`config.mk`:
```
export PLATFORM = sky130hd
export DESIGN_NAME = hadamard_stream_ctrl_flat
export DESIGN_NICKNAME = d
export VERILOG_FILES = /design/src/rtl/hadamard_stream_ctrl_if.sv /design/src/rtl/hadamard_stream_ctrl.sv /design/src/flat_wrapper.sv
export SDC_FILE = /design/constraint.sdc
export NUM_CORES = 1
export LEC_CHECK = 0
export ABC_CLOCK_PERIOD_IN_PS = 4200
export CAP_MARGIN = 20
export CELL_PAD_IN_SITES_DETAIL_PLACEMENT = 0
export CELL_PAD_IN_SITES_GLOBAL_PLACEMENT = 1
export CORE_MARGIN = 2
export CORE_UTILIZATION = 41
export CTS_CLUSTER_DIAMETER = 200
export DETAILED_ROUTE_END_ITERATION = 7
export PLACE_DENSITY = 0.91
export SYNTH_ARGS = -nofsm -noshare
export SYNTH_HDL_FRONTEND = slang
export SYNTH_SLANG_ARGS = --single-unit
```
`constraint.sdc`:
```
create_clock -name clk -period 4.2 [get_ports clk]
set_input_delay 0.63 -clock clk [delete_from_list [all_inputs] [get_ports clk]]
set_output_delay 0.63 -clock clk [all_outputs]
set_load 0.01 [all_outputs]
```
`src/rtl/hadamard_stream_ctrl_if.sv`:
```
// Stream/lane-bus bundle between the sample stream, the controller and
// complexhadamard. The controller takes the master view; the environment
// (sample source, hadamard core, sink) takes the slave view.
interface hadamard_stream_ctrl_if #(
  parameter int formatWidth = 9
);
  logic                     s_valid;
  logic                     s_ready;
  logic [formatWidth-1:0]   s_real;
  logic [formatWidth-1:0]   s_imag;
  logic [formatWidth-1:0]   s_tw_real;
  logic [formatWidth-1:0]   s_tw_imag;

  logic                     hd_start;
  logic [4*formatWidth-1:0] hd_input_real;
  logic [4*formatWidth-1:0] hd_input_imag;
  logic [4*formatWidth-1:0] hd_twiddle_real;
  logic [4*formatWidth-1:0] hd_twiddle_imag;
  logic [4*formatWidth-1:0] hd_output_real;
  logic [4*formatWidth-1:0] hd_output_imag;
  logic                     hd_done;

  logic                     m_valid;
  logic                     m_ready;
  logic [formatWidth-1:0]   m_real;
  logic [formatWidth-1:0]   m_imag;
  logic                     m_last;

  modport master (
    input  s_valid, s_real, s_imag, s_tw_real, s_tw_imag,
    output s_ready,
    output hd_start, hd_input_real, hd_input_imag, hd_twiddle_real, hd_twiddle_imag,
    input  hd_output_real, hd_output_imag, hd_done,
    output m_valid, m_real, m_imag, m_last,
    input  m_ready
  );

  modport slave (
    output s_valid, s_real, s_imag, s_tw_real, s_tw_imag,
    input  s_ready,
    input  hd_start, hd_input_real, hd_input_imag, hd_twiddle_real, hd_twiddle_imag,
    output hd_output_real, hd_output_imag, hd_done,
    input  m_valid, m_real, m_imag, m_last,
    output m_ready
  );
endinterface

```
`src/rtl/hadamard_stream_ctrl.sv`:
```
// Streaming wrapper around complexhadamard: gathers four samples (with their
// twiddles) into the lane buses, fires the core, waits for done with a
// timeout, captures the four results and replays them as a serial stream.
// Only one frame is ever in flight, so input and output never overlap.
module hadamard_stream_ctrl #(
  parameter int formatWidth = 9,
  parameter int TIMEOUT     = 16,
  parameter int CNTW        = 16
) (
  input  logic                   clk,
  input  logic                   rst,
  hadamard_stream_ctrl_if.master bus,
  output logic                   timeout_err,
  output logic [CNTW-1:0]        frame_cnt
);

  localparam int             WCW       = (TIMEOUT > 2) ? $clog2(TIMEOUT) : 1;
  localparam logic [WCW-1:0] WAIT_LAST = WCW'(TIMEOUT - 1);

  typedef enum logic [1:0] {
    S_COLLECT = 2'd0,
    S_FIRE    = 2'd1,
    S_WAIT    = 2'd2,
    S_DRAIN   = 2'd3
  } state_t;

  state_t           state;
  state_t           state_nxt;
  logic [1:0]       lane;
  logic [WCW-1:0]   wcnt;
  logic             in_ready;
  logic             start_pulse;
  logic             out_valid;
  logic             accept;
  logic             advance;

  logic [formatWidth-1:0] in_re  [4];
  logic [formatWidth-1:0] in_im  [4];
  logic [formatWidth-1:0] tw_re  [4];
  logic [formatWidth-1:0] tw_im  [4];
  logic [formatWidth-1:0] cap_re [4];
  logic [formatWidth-1:0] cap_im [4];

  assign accept  = bus.s_valid && in_ready;
  assign advance = out_valid && bus.m_ready;

  // State register
  always_ff @(posedge clk) begin
    if (!rst) state <= S_COLLECT;
    else      state <= state_nxt;
  end

  // Next-state and state-decoded handshake outputs (no path from s_valid/m_ready to s_ready)
  always_comb begin
    state_nxt   = state;
    in_ready    = 1'b0;
    start_pulse = 1'b0;
    out_valid   = 1'b0;
    case (state)
      S_COLLECT: begin
        in_ready = 1'b1;
        if (bus.s_valid && lane == 2'd3) state_nxt = S_FIRE;
      end
      S_FIRE: begin
        start_pulse = 1'b1;
        state_nxt   = S_WAIT;
      end
      S_WAIT: begin
        // done has priority over an expiring counter in the same cycle
        if (bus.hd_done)             state_nxt = S_DRAIN;
        else if (wcnt == WAIT_LAST)  state_nxt = S_COLLECT;
      end
      S_DRAIN: begin
        out_valid = 1'b1;
        if (bus.m_ready && lane == 2'd3) state_nxt = S_COLLECT;
      end
      default: state_nxt = S_COLLECT;
    endcase
  end

  // Lane/wait counters, lane buses, result capture and status
  always_ff @(posedge clk) begin
    if (!rst) begin
      lane        <= 2'd0;
      wcnt        <= '0;
      timeout_err <= 1'b0;
      frame_cnt   <= '0;
      for (int k = 0; k < 4; k++) begin
        in_re[k]  <= '0;
        in_im[k]  <= '0;
        tw_re[k]  <= '0;
        tw_im[k]  <= '0;
        cap_re[k] <= '0;
        cap_im[k] <= '0;
      end
    end else begin
      case (state)
        S_COLLECT: begin
          if (accept) begin
            in_re[lane] <= bus.s_real;
            in_im[lane] <= bus.s_imag;
            tw_re[lane] <= bus.s_tw_real;
            tw_im[lane] <= bus.s_tw_imag;
            lane        <= lane + 2'd1;
          end
        end
        S_FIRE: wcnt <= '0;
        S_WAIT: begin
          if (bus.hd_done) begin
            for (int k = 0; k < 4; k++) begin
              cap_re[k] <= bus.hd_output_real[k*formatWidth +: formatWidth];
              cap_im[k] <= bus.hd_output_imag[k*formatWidth +: formatWidth];
            end
          end else if (wcnt == WAIT_LAST) begin
            timeout_err <= 1'b1;
          end else begin
            wcnt <= wcnt + WCW'(1);
          end
        end
        S_DRAIN: begin
          if (advance) begin
            lane <= lane + 2'd1;
            if (lane == 2'd3) frame_cnt <= frame_cnt + CNTW'(1);
          end
        end
        default: ;
      endcase
    end
  end

  for (genvar k = 0; k < 4; k++) begin : g_lane
    assign bus.hd_input_real  [k*formatWidth +: formatWidth] = in_re[k];
    assign bus.hd_input_imag  [k*formatWidth +: formatWidth] = in_im[k];
    assign bus.hd_twiddle_real[k*formatWidth +: formatWidth] = tw_re[k];
    assign bus.hd_twiddle_imag[k*formatWidth +: formatWidth] = tw_im[k];
  end

  assign bus.s_ready  = in_ready;
  assign bus.hd_start = start_pulse;
  assign bus.m_valid  = out_valid;
  assign bus.m_real   = out_valid ? cap_re[lane] : '0;
  assign bus.m_imag   = out_valid ? cap_im[lane] : '0;
  assign bus.m_last   = out_valid && (lane == 2'd3);

endmodule

```
`src/flat_wrapper.sv`:
```
// flat-port wrapper written by rule: the top's interface ports become plain ports
module hadamard_stream_ctrl_flat 
#(
  parameter int formatWidth = 9,
  parameter int TIMEOUT     = 16,
  parameter int CNTW        = 16
)
  (clk, rst, timeout_err, frame_cnt, bus_s_valid, bus_s_real, bus_s_imag, bus_s_tw_real, bus_s_tw_imag, bus_s_ready, bus_hd_start, bus_hd_input_real, bus_hd_input_imag, bus_hd_twiddle_real, bus_hd_twiddle_imag, bus_hd_output_real, bus_hd_output_imag, bus_hd_done, bus_m_valid, bus_m_real, bus_m_imag, bus_m_last, bus_m_ready);
  hadamard_stream_ctrl_if #(.formatWidth(formatWidth)) bus_i ();
  input  logic clk;
  input  logic rst;
  output logic timeout_err;
  output logic [CNTW-1:0] frame_cnt;
  input wire logic [$bits(bus_i.s_valid)-1:0] bus_s_valid;
  input wire logic [$bits(bus_i.s_real)-1:0] bus_s_real;
  input wire logic [$bits(bus_i.s_imag)-1:0] bus_s_imag;
  input wire logic [$bits(bus_i.s_tw_real)-1:0] bus_s_tw_real;
  input wire logic [$bits(bus_i.s_tw_imag)-1:0] bus_s_tw_imag;
  output wire logic [$bits(bus_i.s_ready)-1:0] bus_s_ready;
  output wire logic [$bits(bus_i.hd_start)-1:0] bus_hd_start;
  output wire logic [$bits(bus_i.hd_input_real)-1:0] bus_hd_input_real;
  output wire logic [$bits(bus_i.hd_input_imag)-1:0] bus_hd_input_imag;
  output wire logic [$bits(bus_i.hd_twiddle_real)-1:0] bus_hd_twiddle_real;
  output wire logic [$bits(bus_i.hd_twiddle_imag)-1:0] bus_hd_twiddle_imag;
  input wire logic [$bits(bus_i.hd_output_real)-1:0] bus_hd_output_real;
  input wire logic [$bits(bus_i.hd_output_imag)-1:0] bus_hd_output_imag;
  input wire logic [$bits(bus_i.hd_done)-1:0] bus_hd_done;
  output wire logic [$bits(bus_i.m_valid)-1:0] bus_m_valid;
  output wire logic [$bits(bus_i.m_real)-1:0] bus_m_real;
  output wire logic [$bits(bus_i.m_imag)-1:0] bus_m_imag;
  output wire logic [$bits(bus_i.m_last)-1:0] bus_m_last;
  input wire logic [$bits(bus_i.m_ready)-1:0] bus_m_ready;
  assign bus_i.s_valid = bus_s_valid;
  assign bus_i.s_real = bus_s_real;
  assign bus_i.s_imag = bus_s_imag;
  assign bus_i.s_tw_real = bus_s_tw_real;
  assign bus_i.s_tw_imag = bus_s_tw_imag;
  assign bus_s_ready = bus_i.s_ready;
  assign bus_hd_start = bus_i.hd_start;
  assign bus_hd_input_real = bus_i.hd_input_real;
  assign bus_hd_input_imag = bus_i.hd_input_imag;
  assign bus_hd_twiddle_real = bus_i.hd_twiddle_real;
  assign bus_hd_twiddle_imag = bus_i.hd_twiddle_imag;
  assign bus_i.hd_output_real = bus_hd_output_real;
  assign bus_i.hd_output_imag = bus_hd_output_imag;
  assign bus_i.hd_done = bus_hd_done;
  assign bus_m_valid = bus_i.m_valid;
  assign bus_m_real = bus_i.m_real;
  assign bus_m_imag = bus_i.m_imag;
  assign bus_m_last = bus_i.m_last;
  assign bus_i.m_ready = bus_m_ready;
  hadamard_stream_ctrl #(.formatWidth(formatWidth), .TIMEOUT(TIMEOUT), .CNTW(CNTW)) u_core (.clk(clk), .rst(rst), .bus(bus_i), .timeout_err(timeout_err), .frame_cnt(frame_cnt));
endmodule
```
# == Yosys cells after proc, flatten, opt, wreduce, memory -nomap -nowiden ==
# Memories as Yosys holds them, arrays and structs flattened. A register that Yosys moved wholly into a read port is not among the register bits.
# Index checks and enable logic that the tools add are counted.
# word_totals
reg_bits,25
mem_bits_rw,216
output_inout_bits,183
word_cells,101
n_memories,6
# classes
addsub,3
eq_ne,12
muxes,49
n_bitwise,9
n_reduce_logical,17
# mem_list
name,words,width,rd,rd_clocked_by_memory_dff,wr,line,rtl
u_core.cap_im,4,9,1,1,4,hadamard_stream_ctrl.sv:42,logic [formatWidth-1:0] cap_im [4];
u_core.cap_re,4,9,1,1,4,hadamard_stream_ctrl.sv:41,logic [formatWidth-1:0] cap_re [4];
u_core.in_im,4,9,4,0,4,hadamard_stream_ctrl.sv:38,logic [formatWidth-1:0] in_im [4];
u_core.in_re,4,9,4,0,4,hadamard_stream_ctrl.sv:37,logic [formatWidth-1:0] in_re [4];
u_core.tw_im,4,9,4,0,4,hadamard_stream_ctrl.sv:40,logic [formatWidth-1:0] tw_im [4];
u_core.tw_re,4,9,4,0,4,hadamard_stream_ctrl.sv:39,logic [formatWidth-1:0] tw_re [4];
# ops
operator,n
9-bit 2-to-1 mux,14
9-bit OR reduction,4
2-bit 2-to-1 mux,14
"16-bit by 1-bit adder with 16-bit output, second input constant",1
1-bit 2-to-1 mux,16
3-bit AND reduction,5
4-bit 2-to-1 mux,2
"2-bit by 1-bit != test with 1-bit output, second input constant",4
1-bit bitwise OR,8
2-bit one-hot mux with 4 select lines,1
4-bit one-hot mux with 2 select lines,1
"2-bit == test, second input constant",3
1-bit logical AND,5
"4-bit by 1-bit adder with 4-bit output, second input constant",1
"4-bit == test, second input constant",1
"2-bit != test, second input constant",2
2-bit one-hot mux with 2 select lines,1
2-bit nonzero test,2
"3-bit by 2-bit != test with 1-bit output, second input constant",1
"2-bit by 1-bit adder with 2-bit output, second input constant",1
"2-bit by 1-bit == test with 1-bit output, second input constant",1
2-bit logical NOT,1
1-bit NOT,1

# == Logic depth before layout (Yosys ltp) ==
# Gate-level depths: netlist (run 1).
# logic_depth
word_depth,9
depth_mapped,6
mapped_depth_nobuf,6

# == Least setup slack after synthesis (run 1) ==
# OpenSTA, ideal clock, no wires.
# synth_path
path_type,input port to flip-flop
from,input rst
to,"memory u_core.cap_im[0][0], enable pin"
setup_time_ns,0.432
arrival_ns,2.342
required_time_ns,3.768
path_slack_ns,1.426
stages,2
path_buffers,1
path_cell_list,buf_2 nand2_1
# synth_rtl
element,line,rtl
from (decl),flat_wrapper.sv:11,input logic rst;
to (decl),hadamard_stream_ctrl.sv:42,

# == Worst setup path in the final report (run 1) ==
# layout_path
from,register u_core.state[0]
to,output bus_m_last
# layout_via
elab_chain_cells,3
# layout_rtl
element,line,rtl
from (decl),hadamard_stream_ctrl.sv:27,state_t state;
from (signal assigned),hadamard_stream_ctrl.sv:50,else state <= state_nxt;
2-bit == test,hadamard_stream_ctrl.sv:59,case (state)
1-bit 2-to-1 mux,hadamard_stream_ctrl.sv:59,
1-bit logical AND,hadamard_stream_ctrl.sv:143,assign bus.m_last = out_valid && (lane == 2'd3);
to (decl),flat_wrapper.sv:31,output wire logic [$bits(bus_i.m_last)-1:0] bus_m_last;
# Every way passes these cells.

==> results of run 1 <==
-- state kept, by name (all words and copies together) (netlist names), 4 cells and up, named ones only --
| register | flops |
|---|---|
| u_core.cap_im | 36 |
| u_core.cap_re | 36 |
| u_core.frame_cnt | 16 |
| u_core.in_im | 36 |
| u_core.in_re | 36 |
| u_core.tw_im | 36 |
| u_core.tw_re | 36 |
| u_core.wcnt | 4 |
-- power by group through the flow --
stage	registers, mW	logic [mW]	clock network, mW
2_1_floorplan	3.18	0.448	0
3_3_place_gp	3.12	1.16	0
3_5_place_dp	3.13	1.18	0
4_1_cts	3.08	1.18	2.21
5_1_grt	3.10	1.24	2.30
6_report	3.07	1.16	2.16
-- layout by cell type (no fill, tap or decap), drive strengths merged --
cell type / netlist / routed
clkdlybuf4s50: 0 / 295
and2: 235 / 235
edfxtp: 216 / 216
clkbuf: 24 / 28
dfxtp: 27 / 27
mux4: 18 / 18
nor2: 18 / 18
buf: 5 / 13
nand3: 13 / 13
nand2: 11 / 11
clkinv: 0 / 11
a21oi: 9 / 9
inv: 8 / 9
ha: 8 / 8
xnor2: 6 / 6
xor2: 5 / 5
nand4: 5 / 5
o31ai: 4 / 4
or4: 4 / 4
nand2b: 4 / 4
nor3: 4 / 4
o21ai: 3 / 3
bufinv: 0 / 3
nor3b: 3 / 3
and3: 2 / 2
a221oi: 2 / 2
mux2i: 2 / 2
a211oi: 2 / 2
or3: 2 / 2
and4: 2 / 2
nor2b: 1 / 1
a222oi: 1 / 1
mux2: 1 / 1
o31a: 1 / 1
nor4: 1 / 1
o21a: 1 / 1
a41oi: 1 / 1
-- how the worst max path moves through the flow --
| stage | startpoint | end | slack, ns | depth (start not counted) |
|---|---|---|---|---|
| 3_5_place_dp | rst | u_core.tw_im[0][0] | 1.05 | 5 |
| 2_1_floorplan | rst | u_core.cap_im[0][0] | 1.43 | 2 |
| 3_3_place_gp | rst | u_core.in_re[0][4] | 1.14 | 5 |
| 4_1_cts | u_core.state[0] | bus_m_last | 0.92 | 3 |
| 6_report | u_core.state[0] | bus_m_last | 1.02 | 3 |
| 5_1_grt | u_core.state[0] | bus_m_last | 0.86 | 3 |
-- logic make-up (layout without fill, tap and decap cells) --
group	count (synthesis)	count (layout)	share of synthesized area [%]
compound gates	24	24	1.60
xor+xnor	11	11	0.978
fa+ha+maj	8	8	1.02
buf+inv	37	359	1.49
flops	243	243	71.4
mux	21	21	4.44
simple gates	305	305	19.1
-- critical path, cell delays in order, from the launching register on --
cell and delay [ns]:
dfxtp_1 0.41, ha_1 0.77, and2_2 0.31, clkdlybuf4s50_1 0.53
-- metrics by stage --
step | std cells | cell area, um2 | hold WS, ns | power, mW
global placement | 1247 | 13200 | 0.466 | 4.28
global route | 1290 | 14000 | 0.520 | 6.64
finish | 1290 | 14000 | 0.477 | 6.40
detailed placement | 1247 | 13200 | 0.460 | 4.31
CTS | 1290 | 14000 | 0.477 | 6.47
floorplan | 649 | 9850 | 0.460 | 3.63
-- area by class of cell --
cell class,instances,area [um2],share of cell area [%]
flip-flops and latches,243,7030,50.1
inverters,8,30.0,0.214
repair buffers,308,3050,21.8
well taps,319,399,2.85
clock buffers,28,637,4.54
multi-input cells,369,2710,19.3
clock inverters,15,159,1.13
-- layer usage --
metal	wire length, um	global-route usage [%]
met1	9060	21.5
met2	11000	30.8
met3	2010	5.29
met4	426	3.72
met5	0	0
==> flow_summary.html, run 1 <==
<table>
<tr><th>Metric</th><th>Value</th></tr>
<tr><th colspan="2">Route</th></tr>
<tr><td>Overall routed net length</td><td>between 20000 and 25000 um</td></tr>
<tr><td>DR WL/cell</td><td>17.5 um</td></tr>
<tr><td>Detailed-route vias per instance</td><td>approximately 4.8</td></tr>
<tr><td>Remaining antenna violation count after routing</td><td>0</td></tr>
<tr><td>DRT iter0 DRCs</td><td>329</td></tr>
<tr><td>DRC violations left</td><td>0</td></tr>
<tr><td>First-pass iteration count of the detailed router</td><td>5</td></tr>
<tr><td>Via total after detailed routing</td><td>a little over 6000</td></tr>
<tr><th colspan="2">Synth</th></tr>
<tr><td>Number of enable-type register cells in the synthesized netlist</td><td>216</td></tr>
<tr><td>FFs w/ async S/R, synth</td><td>0%</td></tr>
<tr><td>List of most frequent post-synthesis cells</td><td>234 x and2_1, 216 x edfxtp_1, 27 x dfxtp_1</td></tr>
<tr><td>Post-synthesis cell count</td><td>between 600 and 700</td></tr>
<tr><td>Flip-flop and latch count after synthesis</td><td>243</td></tr>
<tr><td>Mean Syn Cell Area</td><td>~15 um2</td></tr>
<tr><td>Proportion of netlist area held by the largest area contributor</td><td>65.9%</td></tr>
<tr><td>Warning count from the yosys run</td><td>0</td></tr>
<tr><td>Most instantiated library cell after synthesis</td><td>and2_1</td></tr>
<tr><td>Number of distinct library cells after synthesis</td><td>43</td></tr>
<tr><td>Post-Syn Area</td><td>9850 um2</td></tr>
<tr><td>Ranking of synthesized cells by area</td><td>edfxtp_1 66%, and2_1 15%, dfxtp_1 5.5%</td></tr>
<tr><td>Sequential share of the synthesized area</td><td>a little over 70%</td></tr>
<tr><td>Post-Synthesis Net Count</td><td>between 700 and 800</td></tr>
<tr><td>Synth area leader</td><td>edfxtp_1</td></tr>
<tr><td>Ys flop type</td><td>edfxtp_1</td></tr>
<tr><th colspan="2">Placement</th></tr>
<tr><td>Post-DP HPWL</td><td>15700 um</td></tr>
<tr><td>Pre-CTS setup slack</td><td>1.05 ns</td></tr>
<tr><td>Port Buf Inserts</td><td>between 200 and 300</td></tr>
<tr><td>Placer's final routability congestion estimate</td><td>about 0.75</td></tr>
<tr><th colspan="2">Clocking</th></tr>
<tr><td>Clk Tree Root Cell</td><td>clkbuf_16</td></tr>
<tr><td>Buffer levels on the longest clock path</td><td>3</td></tr>
<tr><td>Clock tree from TritonCTS</td><td>done</td></tr>
<tr><td>Clock-pin slew on the worst setup and hold paths</td><td>0.06 ns</td></tr>
<tr><td>Cells resized by post-CTS repair</td><td>0</td></tr>
<tr><td>Post-CTS setup-driven buffer insertion count</td><td>0</td></tr>
<tr><td>Max H-tree Level</td><td>1</td></tr>
<tr><td>Total of hold buffers inserted after clock tree synthesis</td><td>0</td></tr>
<tr><td>Clock buffer count from CTS</td><td>25</td></tr>
<tr><td>Clk sink count</td><td>243</td></tr>
<tr><td>Insertion delay of the later-clocked pin in the worst-skew pair</td><td>~0.52 ns</td></tr>
<tr><th colspan="2">Global route</th></tr>
<tr><td>First-pass GRT wire length</td><td>34900 um</td></tr>
<tr><td>Initial antenna violation count</td><td>0</td></tr>
<tr><td>Pin count of the biggest net entering global routing</td><td>44</td></tr>
<tr><td>Total global-route track usage</td><td>17.5%</td></tr>
<tr><td>Number of global-route vias before repair</td><td>6069</td></tr>
<tr><td>Overflow after GRT</td><td>0</td></tr>
<tr><th colspan="2">Run status</th></tr>
<tr><td>Outcome</td><td>finished clean</td></tr>
<tr><th colspan="2">Timing</th></tr>
<tr><td>Final Worst Setup Slack</td><td>1.02 ns</td></tr>
<tr><td>Worst rel slew slack</td><td>around 28%</td></tr>
<tr><td>Count of final hold-check violations</td><td>0</td></tr>
<tr><td>Time the final worst path needs with I/O delays and setup</td><td>about 3.2 ns</td></tr>
<tr><td>Unrepaired setup endpoints after global routing</td><td>false</td></tr>
<tr><td>Actual slew at the worst max-slew pin</td><td>1.07 ns</td></tr>
<tr><td>Post-route clock period utilization</td><td>between 70% and 80%</td></tr>
<tr><td>Clock Skews</td><td>about 0.015 ns</td></tr>
<tr><td>Setup TNS</td><td>0 ns</td></tr>
<tr><td>Final setup viols</td><td>0</td></tr>
<tr><td>FMAX</td><td>~310 MHz</td></tr>
<tr><td>Final Max Tran Viols</td><td>0</td></tr>
<tr><th colspan="2">Power</th></tr>
<tr><td>Part of the total power dissipated in the clock network</td><td>33.8%</td></tr>
<tr><td>Total leakage power</td><td>just over 5 nW</td></tr>
<tr><td>Max VDD drop</td><td>around 270 uV</td></tr>
<tr><td>Switching pwr</td><td>~1.5 mW</td></tr>
<tr><td>Cell area power density</td><td>456 nW/um2</td></tr>
<tr><td>Switching power as a share of total power</td><td>approximately a quarter</td></tr>
<tr><td>Sequential cell fraction of total power</td><td>48.0%</td></tr>
<tr><td>Pint</td><td>4.87 mW</td></tr>
<tr><td>Logic pwr share</td><td>18.2%</td></tr>
<tr><th colspan="2">Worst setup path</th></tr>
<tr><td>Maximum fanout encountered on the critical timing path</td><td>25</td></tr>
<tr><td>R2r endpoint</td><td>u_core.frame_cnt[14]</td></tr>
<tr><td>Arr. time, crit path</td><td>2.55 ns</td></tr>
<tr><td>Reg-to-Reg Start</td><td>u_core.state[0]</td></tr>
<tr><td>Critical Path End Type</td><td>primary output</td></tr>
<tr><td>Worst path required time</td><td>3.57 ns</td></tr>
<tr><td>Type of the setup path with the least slack</td><td>reg2out</td></tr>
<tr><td>Number of cell instances on the worst register-to-register path</td><td>5</td></tr>
<tr><td>Launching element type of the critical path</td><td>flop</td></tr>
<tr><td>Flop2flop setup slack</td><td>1.67 ns</td></tr>
<tr><th colspan="2">Cells and area</th></tr>
<tr><td>Fraction of layout cells with a size suffix above 1</td><td>8.34%</td></tr>
<tr><td>Antenna Cells</td><td>0</td></tr>
<tr><td>Post-layout nets</td><td>1076</td></tr>
<tr><td>Area growth, synth to finish</td><td>42.3%</td></tr>
<tr><td># fillers</td><td>1848</td></tr>
<tr><td>Utilization of the core after routing</td><td>a little under 60%</td></tr>
<tr><th colspan="2">Hold path</th></tr>
<tr><td>Sink of the worst hold path</td><td>u_core.timeout_err</td></tr>
<tr><td>Worst hold start</td><td>u_core.timeout_err</td></tr>
<tr><td>Hold path cells</td><td>2</td></tr>
<tr><td>Class of the tightest hold or removal check</td><td>reg2reg</td></tr>
<tr><th colspan="2">Floorplanning</th></tr>
<tr><td>Initial core utilization</td><td>between 40% and 50%</td></tr>
<tr><td>Overall die height</td><td>159 um</td></tr>
<tr><td>Number of I/O pins</td><td>296</td></tr>
<tr><td>Area of the core region</td><td>roughly 24000 um2</td></tr>
<tr><td>Number of placement rows</td><td>56</td></tr>
<tr><td>DIE WIDTH</td><td>around 160 um</td></tr>
<tr><td>Overall die area</td><td>25300 um2</td></tr>
<tr><th colspan="2">Flow run</th></tr>
<tr><td>Number of maximum-capacitance constraint violations</td><td>0</td></tr>
</table>
Note: power is estimated with default switching activity, not from simulation.
==> run 2, diff against run 1 <==
--- a/config.mk
+++ b/config.mk
@@ -5,15 +5,15 @@
 export SDC_FILE = /design/constraint.sdc
 export NUM_CORES = 1
 export LEC_CHECK = 0
-export ABC_CLOCK_PERIOD_IN_PS = 4200
+export ABC_CLOCK_PERIOD_IN_PS = 2980
 export CAP_MARGIN = 20
 export CELL_PAD_IN_SITES_DETAIL_PLACEMENT = 0
 export CELL_PAD_IN_SITES_GLOBAL_PLACEMENT = 1
 export CORE_MARGIN = 2
-export CORE_UTILIZATION = 41
+export CORE_UTILIZATION = 38
 export CTS_CLUSTER_DIAMETER = 200
 export DETAILED_ROUTE_END_ITERATION = 7
-export PLACE_DENSITY = 0.91
+export PLACE_DENSITY = 0.85
 export SYNTH_ARGS = -nofsm -noshare
 export SYNTH_HDL_FRONTEND = slang
 export SYNTH_SLANG_ARGS = --single-unit
==> constraint.sdc (replaced) <==
create_clock -name clk -period 2.98 [get_ports clk]
set_input_delay 0.447 -clock clk [delete_from_list [all_inputs] [get_ports clk]]
set_output_delay 0.447 -clock clk [all_outputs]
set_load 0.01 [all_outputs]
==> run 2 against run 1 <==
Effect of this change: flip-flop and latch count unchanged; critical endpoint is now bus_m_real[2]; total power increased by 44%; register-to-register slack got worse by 0.88 ns; core utilization decreased by 3.5 points; first-iteration DRC count increased by 60%; final area increased by 1.2%; setup slack got worse by 0.90 ns; clock-buffer cell count unchanged; wire length increased by 3.7%; sequential share of layout area decreased by 0.59 points.
==> flow_summary.html, run 2 (synthesis gave the netlist of run 1 again) <==
<table>
<tr><th>Metric</th><th>Value</th></tr>
<tr><th colspan="2">Clocking</th></tr>
<tr><td>Clk Tree Root Cell</td><td>clkbuf_16</td></tr>
<tr><td>Clock buffer count from CTS</td><td>26 (+4.0%)</td></tr>
<tr><td>Total of hold buffers inserted after clock tree synthesis</td><td>0 (unchanged)</td></tr>
<tr><td>Clock-pin slew on the worst setup and hold paths</td><td>0.06 ns (about the same)</td></tr>
<tr><td>Insertion delay of the later-clocked pin in the worst-skew pair</td><td>0.53 ns (about the same)</td></tr>
<tr><td>Max H-tree Level</td><td>1 (unchanged)</td></tr>
<tr><td>Cells resized by post-CTS repair</td><td>0 (unchanged)</td></tr>
<tr><td>Buffer levels on the longest clock path</td><td>3 (unchanged)</td></tr>
<tr><td>Post-CTS setup-driven buffer insertion count</td><td>0 (unchanged)</td></tr>
<tr><td>Clock tree from TritonCTS</td><td>done</td></tr>
<tr><td>Clk sink count</td><td>243 (unchanged)</td></tr>
<tr><th colspan="2">Timing</th></tr>
<tr><td>Clock Skews</td><td>0.0194 ns (+0.00404 ns)</td></tr>
<tr><td>Final setup viols</td><td>0 (unchanged)</td></tr>
<tr><td>Worst rel slew slack</td><td>61.9% (+33 points)</td></tr>
<tr><td>Count of final hold-check violations</td><td>0 (unchanged)</td></tr>
<tr><td>Actual slew at the worst max-slew pin</td><td>0.570 ns (-0.499 ns)</td></tr>
<tr><td>Post-route clock period utilization</td><td>about 96%</td></tr>
<tr><td>Final Max Tran Viols</td><td>0 (unchanged)</td></tr>
<tr><td>Time the final worst path needs with I/O delays and setup</td><td>2.86 ns</td></tr>
<tr><td>FMAX</td><td>between 300 and 400 MHz</td></tr>
<tr><td>Unrepaired setup endpoints after global routing</td><td>false</td></tr>
<tr><td>Setup TNS</td><td>0 ns (unchanged)</td></tr>
<tr><th colspan="2">Route</th></tr>
<tr><td>DR WL/cell</td><td>17.8 um (+2.1%)</td></tr>
<tr><td>Detailed-route vias per instance</td><td>4.74 (-1.0%)</td></tr>
<tr><td>Overall routed net length</td><td>23400 um (+3.7%)</td></tr>
<tr><td>Via total after detailed routing</td><td>6204 (+0.52%)</td></tr>
<tr><td>DRT iter0 DRCs</td><td>528 (+60%)</td></tr>
<tr><td>DRC violations left</td><td>0 (unchanged)</td></tr>
<tr><td>Remaining antenna violation count after routing</td><td>0 (unchanged)</td></tr>
<tr><td>First-pass iteration count of the detailed router</td><td>5 (unchanged)</td></tr>
<tr><th colspan="2">Hold path</th></tr>
<tr><td>Class of the tightest hold or removal check</td><td>reg2reg</td></tr>
<tr><th colspan="2">Placement</th></tr>
<tr><td>Placer's final routability congestion estimate</td><td>0.772 (+2.4%)</td></tr>
<tr><td>Post-DP HPWL</td><td>16100 um (+2.4%)</td></tr>
<tr><td>Port Buf Inserts</td><td>295 (unchanged)</td></tr>
<tr><td>Placed inst area</td><td>13300 um2 (+0.79%)</td></tr>
<tr><th colspan="2">Worst setup path</th></tr>
<tr><td>Maximum fanout encountered on the critical timing path</td><td>18 (-28%)</td></tr>
<tr><td>Max stage delay on crit path</td><td>0.58 ns (-0.19 ns)</td></tr>
<tr><td>Worst path top cell family by delay</td><td>buffers and inverters</td></tr>
<tr><td>Arr. time, crit path</td><td>2.41 ns (-0.14 ns)</td></tr>
<tr><td>Critical Path End Type</td><td>primary output</td></tr>
<tr><td>Worst-path cell with the longest stage delay</td><td>mux4_2</td></tr>
<tr><td>Type of the setup path with the least slack</td><td>reg2out</td></tr>
<tr><td>Launching element type of the critical path</td><td>flop</td></tr>
<tr><td>Worst path required time</td><td>2.53 ns (-1.04 ns)</td></tr>
<tr><td>Critical path, cell by cell</td><td>buf_4 &gt; mux4_2 &gt; and2_1 &gt; clkdlybuf4s50_1</td></tr>
<tr><td>Worst Path Buf+Inv</td><td>2 (+1)</td></tr>
<tr><th colspan="2">Global route</th></tr>
<tr><td>Number of global-route vias before repair</td><td>6277 (+3.4%)</td></tr>
<tr><td>Initial antenna violation count</td><td>1 (+1)</td></tr>
<tr><td>Met3 layer usage reported by global route</td><td>4.67% (-0.62 points)</td></tr>
<tr><td>Overflow after GRT</td><td>0 (unchanged)</td></tr>
<tr><td>First-pass GRT wire length</td><td>35400 um (+1.5%)</td></tr>
<tr><td>Pin count of the biggest net entering global routing</td><td>73 (+66%)</td></tr>
<tr><td>Most used routing layer in global routing</td><td>met2</td></tr>
<tr><td>GR met1 Demand/Resource</td><td>21.3% (-0.14 points)</td></tr>
<tr><td>Total global-route track usage</td><td>17.2% (-0.35 points)</td></tr>
<tr><td>Grt met2 use</td><td>29.8% (-1.1 points)</td></tr>
<tr><th colspan="2">Floorplanning</th></tr>
<tr><td>Overall die area</td><td>27200 um2 (+7.7%)</td></tr>
<tr><td>Number of I/O pins</td><td>296 (unchanged)</td></tr>
<tr><td>Number of placement rows</td><td>58 (+3.6%)</td></tr>
<tr><td>Initial core utilization</td><td>38.9% (-2.9 points)</td></tr>
<tr><td>Area of the core region</td><td>25300 um2 (+7.6%)</td></tr>
<tr><td>Overall die height</td><td>165 um (+3.8%)</td></tr>
<tr><td>DIE WIDTH</td><td>165 um (+3.8%)</td></tr>
<tr><th colspan="2">Cells and area</th></tr>
<tr><td>Area of all placed cells without fillers</td><td>14200 um2 (+1.2%)</td></tr>
<tr><td>Most common library cell in the layout ignoring fill and taps</td><td>clkdlybuf4s50_1</td></tr>
<tr><td>Post-layout nets</td><td>1079 (+0.28%)</td></tr>
<tr><td>Fraction of layout cells with a size suffix above 1</td><td>9.20% (+0.86 points)</td></tr>
<tr><td>Area growth, synth to finish</td><td>44.0%</td></tr>
<tr><td>Leading cell types in the layout, fill and taps excluded</td><td>295 x clkdlybuf4s50_1, 234 x and2_1, 216 x edfxtp_1</td></tr>
<tr><th colspan="2">Power</th></tr>
<tr><td>Max VDD drop</td><td>422 uV (+54%)</td></tr>
<tr><td>Total leakage power</td><td>5.17 nW (+1.0%)</td></tr>
<tr><td>Cell area power density</td><td>649 nW/um2 (+42%)</td></tr>
<tr><th colspan="2">Run status</th></tr>
<tr><td>Outcome</td><td>finished clean</td></tr>
<tr><th colspan="2">Flow run</th></tr>
<tr><td>Number of maximum-capacitance constraint violations</td><td>0 (unchanged)</td></tr>
</table>
## run 2: cell count changes in the layout (fill, tap and decap cells not counted), sizes merged
cell / delta
clkinvlp: +4
buf: +2
clkinv: +2
diode: +2
inv: -1
## run 2: cell type report
class | instances | area [um2]
fillers | 2070 | 11100
flip-flops and latches | 243 | 7030
repair buffers | 310 | 3140
multi-input cells | 369 | 2710
clock buffers | 28 | 658
well taps | 330 | 413
clock inverters | 20 | 195
inverters | 8 | 30.0
diodes | 2 | 5.00
## run 2: report_power, final
group | internal [mW] | total, mW | leakage [nW] | switching, mW
Combinational | 0.942 | 1.73 | 2.31 | 0.791
Sequential | 4.15 | 4.29 | 2.46 | 0.141
Clock | 1.86 | 3.18 | 0.410 | 1.32
Total | 6.95 | 9.20 | 5.17 | 2.25
## run 2: final timing paths
| check | start | to | slack (ns) | cells past startpoint |
|---|---|---|---|---|
| min | u_core.timeout_err | u_core.timeout_err | 0.49 | 2 |
| min reg2reg | u_core.timeout_err | u_core.timeout_err | 0.49 | 2 |
| max | flop | bus_m_real[2] | 0.12 | 4 |
| max reg2reg | u_core.state[1] | u_core.tw_im[0][0] | 0.79 | 6 |
## run 2: routing by layer
metal  vias to the layer above  share of wire (%)
met5                         -                  0
met4                         0                2.4
met3                        34                8.8
met2                       284                 49
met1                      2947                 40
li1                       2939                  -
## run 2: per-stage QoR
step                      hold slack (ns)  total power, mW  setup WS (ns)  instances  utilization, %
after global placement              0.463             6.10          0.643       1260            52.6
after detailed placement            0.473             6.12          0.610       1260            52.6
final                               0.486             9.20          0.122       1310            56.0
after global routing                0.521             9.58        0.00634       1308            56.0
after floorplan                     0.460             5.11          0.288        649               -
after CTS                           0.489             9.32         0.0677       1308            56.0
## run 2: tightest hold or removal path: stages, from the launching register on
cell and delay [ns]:
dfxtp_1 0.33, a41oi_1 0.05, nor2_1 0.07
